[src/rtl/serial_frame_rx.sv]
// Oversampled serial frame receiver: start detect, mid-bit sampling, optional even
// parity, stop check, and a valid/ready output holding one received word.
module serial_frame_rx #(
  parameter int unsigned DATA_W     = 8,
  parameter int unsigned OVERSAMPLE = 4,
  parameter int unsigned PARITY_EN  = 1
) (
  input  logic              clk,
  input  logic              rst_n,
  input  logic              d,
  output logic [DATA_W-1:0] data_out,
  output logic              valid,
  input  logic              ready,
  output logic              parity_err,
  output logic              frame_err,
  output logic              overrun
);

  localparam int unsigned CW = (OVERSAMPLE > 1) ? $clog2(OVERSAMPLE) : 1;
  localparam int unsigned BW = $clog2(DATA_W + 1);

  localparam logic [CW-1:0] HALF_LAST = CW'(OVERSAMPLE / 2 - 1);
  localparam logic [CW-1:0] BIT_END   = CW'(OVERSAMPLE - 1);
  localparam logic [BW-1:0] LAST_BIT  = BW'(DATA_W - 1);

  typedef enum logic [2:0] {IDLE, START, DATA, PARITY, STOP} state_t;

  state_t            state;
  logic [CW-1:0]     cnt;
  logic [BW-1:0]     bit_cnt;
  logic [DATA_W-1:0] shift;
  logic [DATA_W-1:0] shift_next;
  logic              par_bit;
  logic              perr_calc;

  // Serial data arrives LSB first, so each new bit enters at the top and moves down.
  always_comb begin
    shift_next = '0;
    for (int unsigned i = 0; i + 1 < DATA_W; i++) begin
      shift_next[i] = shift[i+1];
    end
    shift_next[DATA_W-1] = d;
  end

  always_comb begin
    perr_calc = 1'b0;
    if (PARITY_EN != 0) begin
      perr_calc = (^shift) ^ par_bit;
    end
  end

  always_ff @(posedge clk or negedge rst_n) begin
    if (!rst_n) begin
      state      <= IDLE;
      cnt        <= '0;
      bit_cnt    <= '0;
      shift      <= '0;
      par_bit    <= 1'b0;
      data_out   <= '0;
      valid      <= 1'b0;
      parity_err <= 1'b0;
      frame_err  <= 1'b0;
      overrun    <= 1'b0;
    end else begin
      frame_err <= 1'b0;
      overrun   <= 1'b0;
      if (valid && ready) begin
        valid <= 1'b0;
      end

      case (state)
        IDLE: begin
          if (!d) begin
            state <= START;
            cnt   <= '0;
          end
        end

        START: begin
          if (cnt == HALF_LAST) begin
            cnt     <= '0;
            bit_cnt <= '0;
            state   <= d ? IDLE : DATA;
          end else begin
            cnt <= cnt + CW'(1);
          end
        end

        DATA: begin
          if (cnt == BIT_END) begin
            cnt   <= '0;
            shift <= shift_next;
            if (bit_cnt == LAST_BIT) begin
              bit_cnt <= '0;
              state   <= (PARITY_EN != 0) ? PARITY : STOP;
            end else begin
              bit_cnt <= bit_cnt + BW'(1);
            end
          end else begin
            cnt <= cnt + CW'(1);
          end
        end

        PARITY: begin
          if (cnt == BIT_END) begin
            cnt     <= '0;
            par_bit <= d;
            state   <= STOP;
          end else begin
            cnt <= cnt + CW'(1);
          end
        end

        STOP: begin
          if (cnt == BIT_END) begin
            cnt   <= '0;
            state <= IDLE;
            if (!d) begin
              frame_err <= 1'b1;
            end else if (!valid || ready) begin
              // A same-cycle accept frees the slot, so the new word loads instead of overrunning.
              data_out   <= shift;
              parity_err <= perr_calc;
              valid      <= 1'b1;
            end else begin
              overrun <= 1'b1;
            end
          end else begin
            cnt <= cnt + CW'(1);
          end
        end

        default: begin
          state <= IDLE;
          cnt   <= '0;
        end
      endcase
    end
  end

endmodule
[config.mk]
export PLATFORM = sky130hd
export DESIGN_NAME = serial_frame_rx
export DESIGN_NICKNAME = d
export VERILOG_FILES = /design/src/rtl/serial_frame_rx.sv
export SDC_FILE = /design/constraint.sdc
export NUM_CORES = 1
export LEC_CHECK = 0
export CAP_MARGIN = 40
export CORE_UTILIZATION = 40
export CTS_BUF_LIST = sky130_fd_sc_hd__clkbuf_2
export DETAILED_ROUTE_END_ITERATION = 10
export GPL_TIMING_DRIVEN = 0
export HOLD_SLACK_MARGIN = 0.12
export PLACE_DENSITY_LB_ADDON = 0.12
export SYNTH_ARGS = -nofsm -noshare
export SYNTH_HDL_FRONTEND = slang
export SYNTH_SLANG_ARGS = --single-unit
[constraint.sdc]
create_clock -name clk -period 1.7 [get_ports clk]
set_input_delay 0.34 -clock clk [delete_from_list [all_inputs] [get_ports clk]]
set_output_delay 0.34 -clock clk [all_outputs]
set_load 0.05 [all_outputs]
==> results of run 1 <==
[worst max-delay path, stage by stage, from the launching register on]
cell	delay, ns
dfrtp_1	0.41
buf_6	0.14
nand2b_1	0.18
or3_1	0.35
o2111ai_1	0.10
mux2_2	0.35
[where the power goes]
part | internal [mW] | switching, mW
Combinational | 0.354 | 0.313
Sequential | 0.788 | 0.0550
Clock | 0.237 | 0.243
[through the flow]
step | area [µm²] | hold WS (ns) | total power, mW
finish | 1840 | 0.399 | 1.99
global route | 1840 | 0.455 | 2.12
CTS | 1810 | 0.411 | 2.00
detailed placement | 1720 | 0.492 | 1.45
global placement | 1710 | 0.471 | 1.43
floorplan | 1500 | 0.0444 | 1.33
[placed cells by master, fill, tap and decap left out, types with 2 or more instances in the layout]
cell             netlist  final
a21oi_1                2      2
buf_2                  2      2
buf_4                  0      6
buf_6                  2      2
clkbuf_2               0      5
clkdlybuf4s50_1        0      3
dfrtp_1               30     30
dlygate4sd2_1          0     12
ha_1                   5      5
inv_1                  6      6
mux2_2                19     19
nand2_1                4      4
nand2b_1               3      3
nand3_1                4      4
nand3b_1               3      3
nor2_1                 8      8
nor2b_1                2      2
nor3b_4                2      2
o21ai_0                5      5
xnor2_1                4      4
xor2_1                 2      2
[per-layer routing]
layer,vias to the layer above,global-route usage,part of all wire
met5,-,0,0
met4,0,0.0682,0.020
met3,5,0.0489,0.035
met2,16,0.234,0.44
met1,481,0.201,0.50
li1,486,-,-
[path summary, 6_finish.rpt]
kind,startpoint,endpoint,slack (ns),cells past startpoint
worst min register to register,parity_err,parity_err,0.52,2
max in group asynchronous,rst_n,shift[5],0.74,2
worst min-delay path,rst_n,state[0],0.40,1
worst max register to register,state[1],state[0],0.08,5
min in group clk,parity_err,parity_err,0.52,2
worst max-delay path,state[1],state[0],0.08,5
[flip-flops by register name (all words and copies together) (netlist names)]
name	flops
state	3
cnt	2
valid	1
par_bit	1
bit_cnt	4
shift	8
frame_err	1
data_out	8
overrun	1
parity_err	1
[area by class of cell]
| class | count | share of cell area |
|---|---|---|
| Tap cell | 46 | 0.0313 |
| Multi-Input combinational cell | 80 | 0.382 |
| Timing Repair Buffer | 23 | 0.117 |
| Clock buffer | 5 | 0.0136 |
| Inverter | 6 | 0.0122 |
| Buffer | 4 | 0.0177 |
| Sequential cell | 30 | 0.408 |
| Clock inverter | 2 | 0.0184 |
[what timing repair did]
| item | in CTS | in global routing |
|---|---|---|
| buffers inserted | 4 | 3 |
| pin swaps | 1 | 1 |
| setup endpoints to repair | 13 | 10 |
| gates resized for setup | 13 | 0 |
[cell families (layout without fill, tap and decap cells)]
kind of cell    count (synthesis)  count (layout)
simple gates                   31              31
flops                          30              30
mux                            19              19
compound gates                 18              18
buf+inv                        10              40
xor+xnor                        7               7
fa+ha+maj                       5               5
==> metrics.csv, run 1 <==
metric;value;unit
numCtsBuffers;5;
start_kind;register;
port_buffers;15;
drt-pass1-iter-count;4;
synth-adder-area-share;0.0417;
hold_violations;0;
cts_tree;done;
synth_cell_types;34;
num_vias;988;
min_path_type;in2async;
slew_headroom;0.494;
syn_inst;120;
synth_xor_area_frac;0.0500;
grt_pass1_vias;1013;
fillCellCount;330;
drv_cap;0;
synth-seq-cells;30;
crit_arrival;1.89;ns
clkLatencyLatePin;0.36;ns
finalCriticalPeriod;1.62;ns
fmaxAchievable;0.619;GHz
status;finished, final reports clean;
row_count;21;
synth_top_family_by_area;simple AND/OR/NAND/NOR gates;
route.detailed.drc;0;
slew_violations;0;
min_period_over_period;0.951;
wl_per_cell;13.4;µm
regArea;751;µm²
yosysWarnings;0;
place_ws;-0.177;ns
path_class;reg2reg;
drtIter0Drc;18;
critical_path.max_fanout;9;
cts_hold_buffers;0;
max_slew.worst_pin.slew;0.756;ns
syn2layout_area_growth;22.6;%
setup_violations;0;
syn_area_per_cell;12.5;µm²
cts_buffer_depth;2;
synth_nets;129;
die_y;63.3;µm
p_per_area;1080;mW/mm²
ir_drop;0.000556;V
synth_edf_count;0;
synthSimpleGateAreaFrac;0.143;
clkSinkCount;30;
cp-end-kind;register;
yosys.area.top_type;dfrtp_1;
grt_pass1_wl;4.65;mm
wirelength;2.63;mm
die_x;63.3;µm
grt.overflow.total;0;
ys_seq_area_frac;0.500;
fin_worst_skew;0.00973;ns
synthFlopType;dfrtp_1;
dpl.hpwl;1.81;mm
routed_via_density;5.04;
p_leak;0.934;nW
initial_core_util;0.433;
synthMuxAreaShare;0.143;
core;0.00347;mm²
synth.area.top_cells;dfrtp_1 (50%), mux2_2 (14%), ha_1 (4.2%);
rsz0062_at_grt;false;
n_antenna_cell;0;
final.setup.worst_slack;0.0839;ns
required;1.97;ns
synth_common_cells;dfrtp_1 (30), mux2_2 (19), nor2_1 (8), inv_1 (6);
synth-async-reset-ratio;1.00;
grt_max_degree;17;
synth_area;0.00150;mm²
synth_compound_area_frac;0.0858;
utilization;0.531;
drive_above_1_share;0.280;
pin_count;16;
clkSlewWorstSetupHoldPaths;0.15;ns
dp.cells;182;
antenna_found_initial;0;
fin_cells;196;
die-area;0.00400;mm²
ctsHtreeMaxLevel;2;
fin_setup_tns;0;ns
place.gp.congestion;0.680;
synth_top_area_frac;0.500;
synth.most_common_cell;dfrtp_1;
cts-root-buf;clkbuf_2;
nets;159;
ant_nets;0;
multi_input_area;703;µm²
grt_usage;0.154;
No activity file was read; power rests on OpenSTA's default activity.
==> run 2, diff against run 1 <==
--- a/config.mk
+++ b/config.mk
@@ -7,11 +7,11 @@
 export LEC_CHECK = 0
 export CAP_MARGIN = 40
 export CORE_UTILIZATION = 40
-export CTS_BUF_LIST = sky130_fd_sc_hd__clkbuf_2
 export DETAILED_ROUTE_END_ITERATION = 10
 export GPL_TIMING_DRIVEN = 0
 export HOLD_SLACK_MARGIN = 0.12
 export PLACE_DENSITY_LB_ADDON = 0.12
+export SKIP_CTS_REPAIR_TIMING = 1
 export SYNTH_ARGS = -nofsm -noshare
 export SYNTH_HDL_FRONTEND = slang
 export SYNTH_SLANG_ARGS = --single-unit
==> metrics.csv, run 2 (synthesis results as in run 1) <==
metric;value;unit
status;finished, final reports clean;
utilization;0.553;
grt.busiest_layer;met2;
cp-end-kind;register;
reg2reg_setup_slack;0.08;ns
ant_nets;0;
initial_core_util;0.433;
final_area;0.00192;mm²
grt.overflow.total;0;
gr-usage-met2;0.227;
cts-root-buf;clkbuf_8;
ff2ff_path_depth;6;
route.detailed.drc;0;
dpl.hpwl;1.81;mm
start_kind;register;
required;1.87;ns
p_leak;1.11;nW
grt_max_degree;17;
n_antenna_cell;0;
die_y;63.3;µm
grt_pass1_wl;4.52;mm
p_per_area;1140;mW/mm²
fin_worst_skew;0.00322;ns
clkSinkCount;30;
dpl_cell_area;0.00172;mm²
drv_cap;0;
nets;156;
grt_pass1_vias;994;
wirelength;2.57;mm
clkSlewWorstSetupHoldPaths;0.06;ns
row_count;21;
met3_usage;0.0417;
worstHoldEndpoint;parity_err;
hold_start;parity_err;
finalCriticalPeriod;1.62;ns
grtUsageMet1;0.193;
antenna_found_initial;0;
critical_path.max_fanout;8;
min_path_type;reg2reg;
reg.largest.list;data_out x8, shift x8, bit_cnt x4;
path_class;reg2reg;
ir_drop;0.000587;V
clkLatencyLatePin;0.28;ns
rr_startpoint;cnt[1];
pin_count;16;
die-area;0.00400;mm²
numCtsBuffers;5;
drive_above_1_share;0.272;
hold_violations;0;
place.gp.congestion;0.680;
slew_violations;0;
min_path_cells;2;
drtIter0Drc;34;
crit_arrival;1.78;ns
slew_headroom;0.481;
ctsHtreeMaxLevel;2;
die_x;63.3;µm
core;0.00347;mm²
rsz0062_at_grt;false;
fmaxAchievable;0.619;GHz
wl_per_cell;13.3;µm
grt_usage;0.149;
drt-pass1-iter-count;4;
port_buffers;15;
worstReg2RegEnd;bit_cnt[3];
final_cell_mix;dfrtp_1 (30), mux2_2 (19), dlymetal6s2s_1 (12);
min_period_over_period;0.951;
num_vias;988;
routed_via_density;5.12;
mostFrequentLayoutCell;dfrtp_1;
max_slew.worst_pin.slew;0.776;ns
cts_tree;done;
syn2layout_area_growth;27.8;%
setup_violations;0;
cts_buffer_depth;2;
run 2: cell types whose count changed in the layout (fill, tap and decap cells not counted):
| cell | before | now |
|---|---|---|
| clkinv_1 | 1 | 0 |
| buf_2 | 2 | 1 |
| dlymetal6s2s_1 | 0 | 12 |
| clkbuf_2 | 5 | 0 |
| buf_4 | 6 | 3 |
| dlygate4sd2_1 | 12 | 0 |
| clkbuf_4 | 0 | 1 |
| clkbuf_8 | 0 | 6 |
run 2: layout make-up:
class	count	area [µm²]
multi-input combinational	80	703
timing repair buffer	20	238
clock buffer	6	82.6
inverter	6	22.5
fill	309	1550
buffer	4	35.0
sequential	30	751
clock inverter	1	30.0
tap	46	57.6
run 2: critical path, cell delays in order, from the launching register on:
cell and delay [ns]:
dfrtp_1 0.40, ha_1 0.16, clkbuf_4 0.18, nand3b_1 0.14, a21oi_4 0.21, a21bo_1 0.22, a32o_1 0.19
run 2: how the worst max path moves through the flow:
| stage | start | endpoint | slack (ns) |
|---|---|---|---|
| floorplan | cnt[1] | bit_cnt[3] | 0.14 |
| global placement | rst_n | data_out[2] | -0.27 |
| detailed placement | d | state[0] | -0.18 |
| CTS | valid | valid | -0.11 |
| global route | state[1] | state[0] | 0.002 |
| finish | cnt[1] | bit_cnt[3] | 0.08 |
run 2: stage by stage:
stage	setup TNS (ns)	cells	hold slack [ns]	setup WS [ns]	total power [mW]
2_1_floorplan	0	120	0.0444	0.137	1.33
3_3_place_gp	-8.38	181	0.471	-0.268	1.43
3_5_place_dp	-0.576	182	0.492	-0.177	1.45
4_1_cts	-0.923	189	0.506	-0.106	2.18
5_1_grt	0	193	0.524	0.00190	2.34
6_report	0	193	0.495	0.0841	2.19
run 2: per-layer routing:
layer	vias up	part of all wire
met1	484	0.48
li1	478	-
met4	0	0.021
met3	7	0.043
met2	19	0.45
met5	-	0
run 2: power by group:
part	switching (mW)	total [mW]	internal [mW]
clock network	0.255	0.723	0.468
logic	0.290	0.621	0.330
registers	0.0583	0.848	0.789
total	0.604	2.19	1.59
==> run 3, diff against run 2 <==
--- a/config.mk
+++ b/config.mk
@@ -5,8 +5,10 @@
 export SDC_FILE = /design/constraint.sdc
 export NUM_CORES = 1
 export LEC_CHECK = 0
+export ABC_CLOCK_PERIOD_IN_PS = 1700
 export CAP_MARGIN = 40
 export CORE_UTILIZATION = 40
+export CTS_BUF_LIST = sky130_fd_sc_hd__clkbuf_16
 export DETAILED_ROUTE_END_ITERATION = 10
 export GPL_TIMING_DRIVEN = 0
 export HOLD_SLACK_MARGIN = 0.12
==> metrics.csv, run 3 (synthesis results as in run 1) <==
metric;value;unit
mostFrequentLayoutCell;dfrtp_1;
fin_worst_skew;0.00322;ns
drtIter0Drc;22;
dpl.hpwl;1.81;mm
reg.largest.list;data_out x8, shift x8, bit_cnt x4;
syn2layout_area_growth;28.9;%
place_ws;-0.177;ns
required;1.85;ns
start_kind;register;
worstReg2RegEnd;bit_cnt[3];
antenna_found_initial;0;
n_antenna_cell;0;
clkSlewWorstSetupHoldPaths;0.05;ns
dpl_cell_area;0.00172;mm²
rsz0062_at_grt;true;
die_y;63.3;µm
max_slew.worst_pin.slew;0.767;ns
grt_pass1_wl;4.47;mm
crit_arrival;1.81;ns
place.gp.congestion;0.680;
final.setup.worst_slack;0.0381;ns
worstHoldEndpoint;parity_err;
utilization;0.558;
grt.overflow.total;0;
port_buffers;15;
status;finished, final reports clean;
min_path_type;reg2reg;
ctsHtreeMaxLevel;2;
setup_violations;0;
die-area;0.00400;mm²
nets;154;
min_period_over_period;0.978;
die_x;63.3;µm
ir_drop;0.000685;V
grt_max_degree;17;
p_leak;1.11;nW
final_area;0.00194;mm²
path_class;reg2reg;
slew_violations;0;
min_path_cells;2;
fmaxAchievable;0.602;GHz
finalCriticalPeriod;1.66;ns
dp.cells;182;
hold_start;parity_err;
initial_core_util;0.433;
grt_usage;0.146;
critical_path.max_fanout;8;
numCtsBuffers;5;
slew_headroom;0.487;
clkSinkCount;30;
drt-pass1-iter-count;4;
ant_nets;0;
cts_buffer_depth;2;
cts_tree;done;
drv_cap;0;
num_vias;963;
drive_above_1_share;0.255;
row_count;21;
hold_violations;0;
cp-end-kind;register;
core;0.00347;mm²
rr_startpoint;cnt[1];
wirelength;2.55;mm
wl_per_cell;13.4;µm
fin_cells;191;
fin_setup_tns;0;ns
routed_via_density;5.04;
cts-root-buf;clkbuf_16;
p_per_area;1240;mW/mm²
route.detailed.drc;0;
pin_count;16;
grt_pass1_vias;975;
clkLatencyLatePin;0.27;ns
final_cell_mix;dfrtp_1 (30), mux2_2 (19), dlymetal6s2s_1 (12);
ff2ff_path_depth;6;
reg2reg_setup_slack;0.04;ns
==> run 3: cell count changes in the layout (fill, tap and decap cells not counted) <==
cell and change:
clkbuf_4 -1, clkbuf_16 +5, clkinv_1 +1, clkbuf_8 -6, buf_4 -1, buf_2 +1, buf_12 -1
==> run 3: metal layers <==
layer	vias up	GRT usage	part of all wire
met5	-	0	0
met2	16	0.233	0.47
met4	0	0.0511	0.012
met3	4	0.0417	0.039
li1	477	-	-
met1	466	0.189	0.48
==> run 3: worst max-delay path by stage <==
| stage | endpoint | slack, ns | depth (start not counted) | start |
|---|---|---|---|---|
| 2_1_floorplan | bit_cnt[3] | 0.14 | 6 | cnt[1] |
| 3_3_place_gp | data_out[2] | -0.27 | 1 | rst_n |
| 3_5_place_dp | state[0] | -0.18 | 4 | d |
| 4_1_cts | valid | -0.06 | 1 | valid |
| 5_1_grt | bit_cnt[3] | -0.07 | 6 | cnt[1] |
| 6_report | bit_cnt[3] | 0.04 | 6 | cnt[1] |
==> run 3: area by class of cell <==
| type | instances | area (µm²) |
|---|---|---|
| tap | 46 | 57.6 |
| timing repair buffer | 18 | 210 |
| buffer | 4 | 32.5 |
| fill | 314 | 1530 |
| clock buffer | 5 | 125 |
| multi-input combinational | 80 | 703 |
| inverter | 6 | 22.5 |
| clock inverter | 2 | 33.8 |
| sequential | 30 | 751 |
==> run 3: stage by stage <==
step	hold slack (ns)	total power, mW
finish	0.493	2.39
global route	0.520	2.54
CTS	0.503	2.42
detailed placement	0.492	1.45
global placement	0.471	1.43
floorplan	0.0444	1.33
==> run 3: critical path, stage by stage (launching register included) <==
cell	delay, ns
dfrtp_1	0.40
ha_1	0.16
buf_2	0.19
nand3b_1	0.14
a21oi_4	0.23
a21bo_1	0.23
a32o_1	0.19
==> run 3: report_power, final <==
part	internal, mW	switching, mW
clock	0.675	0.273
sequential	0.791	0.0579
combinational	0.309	0.287
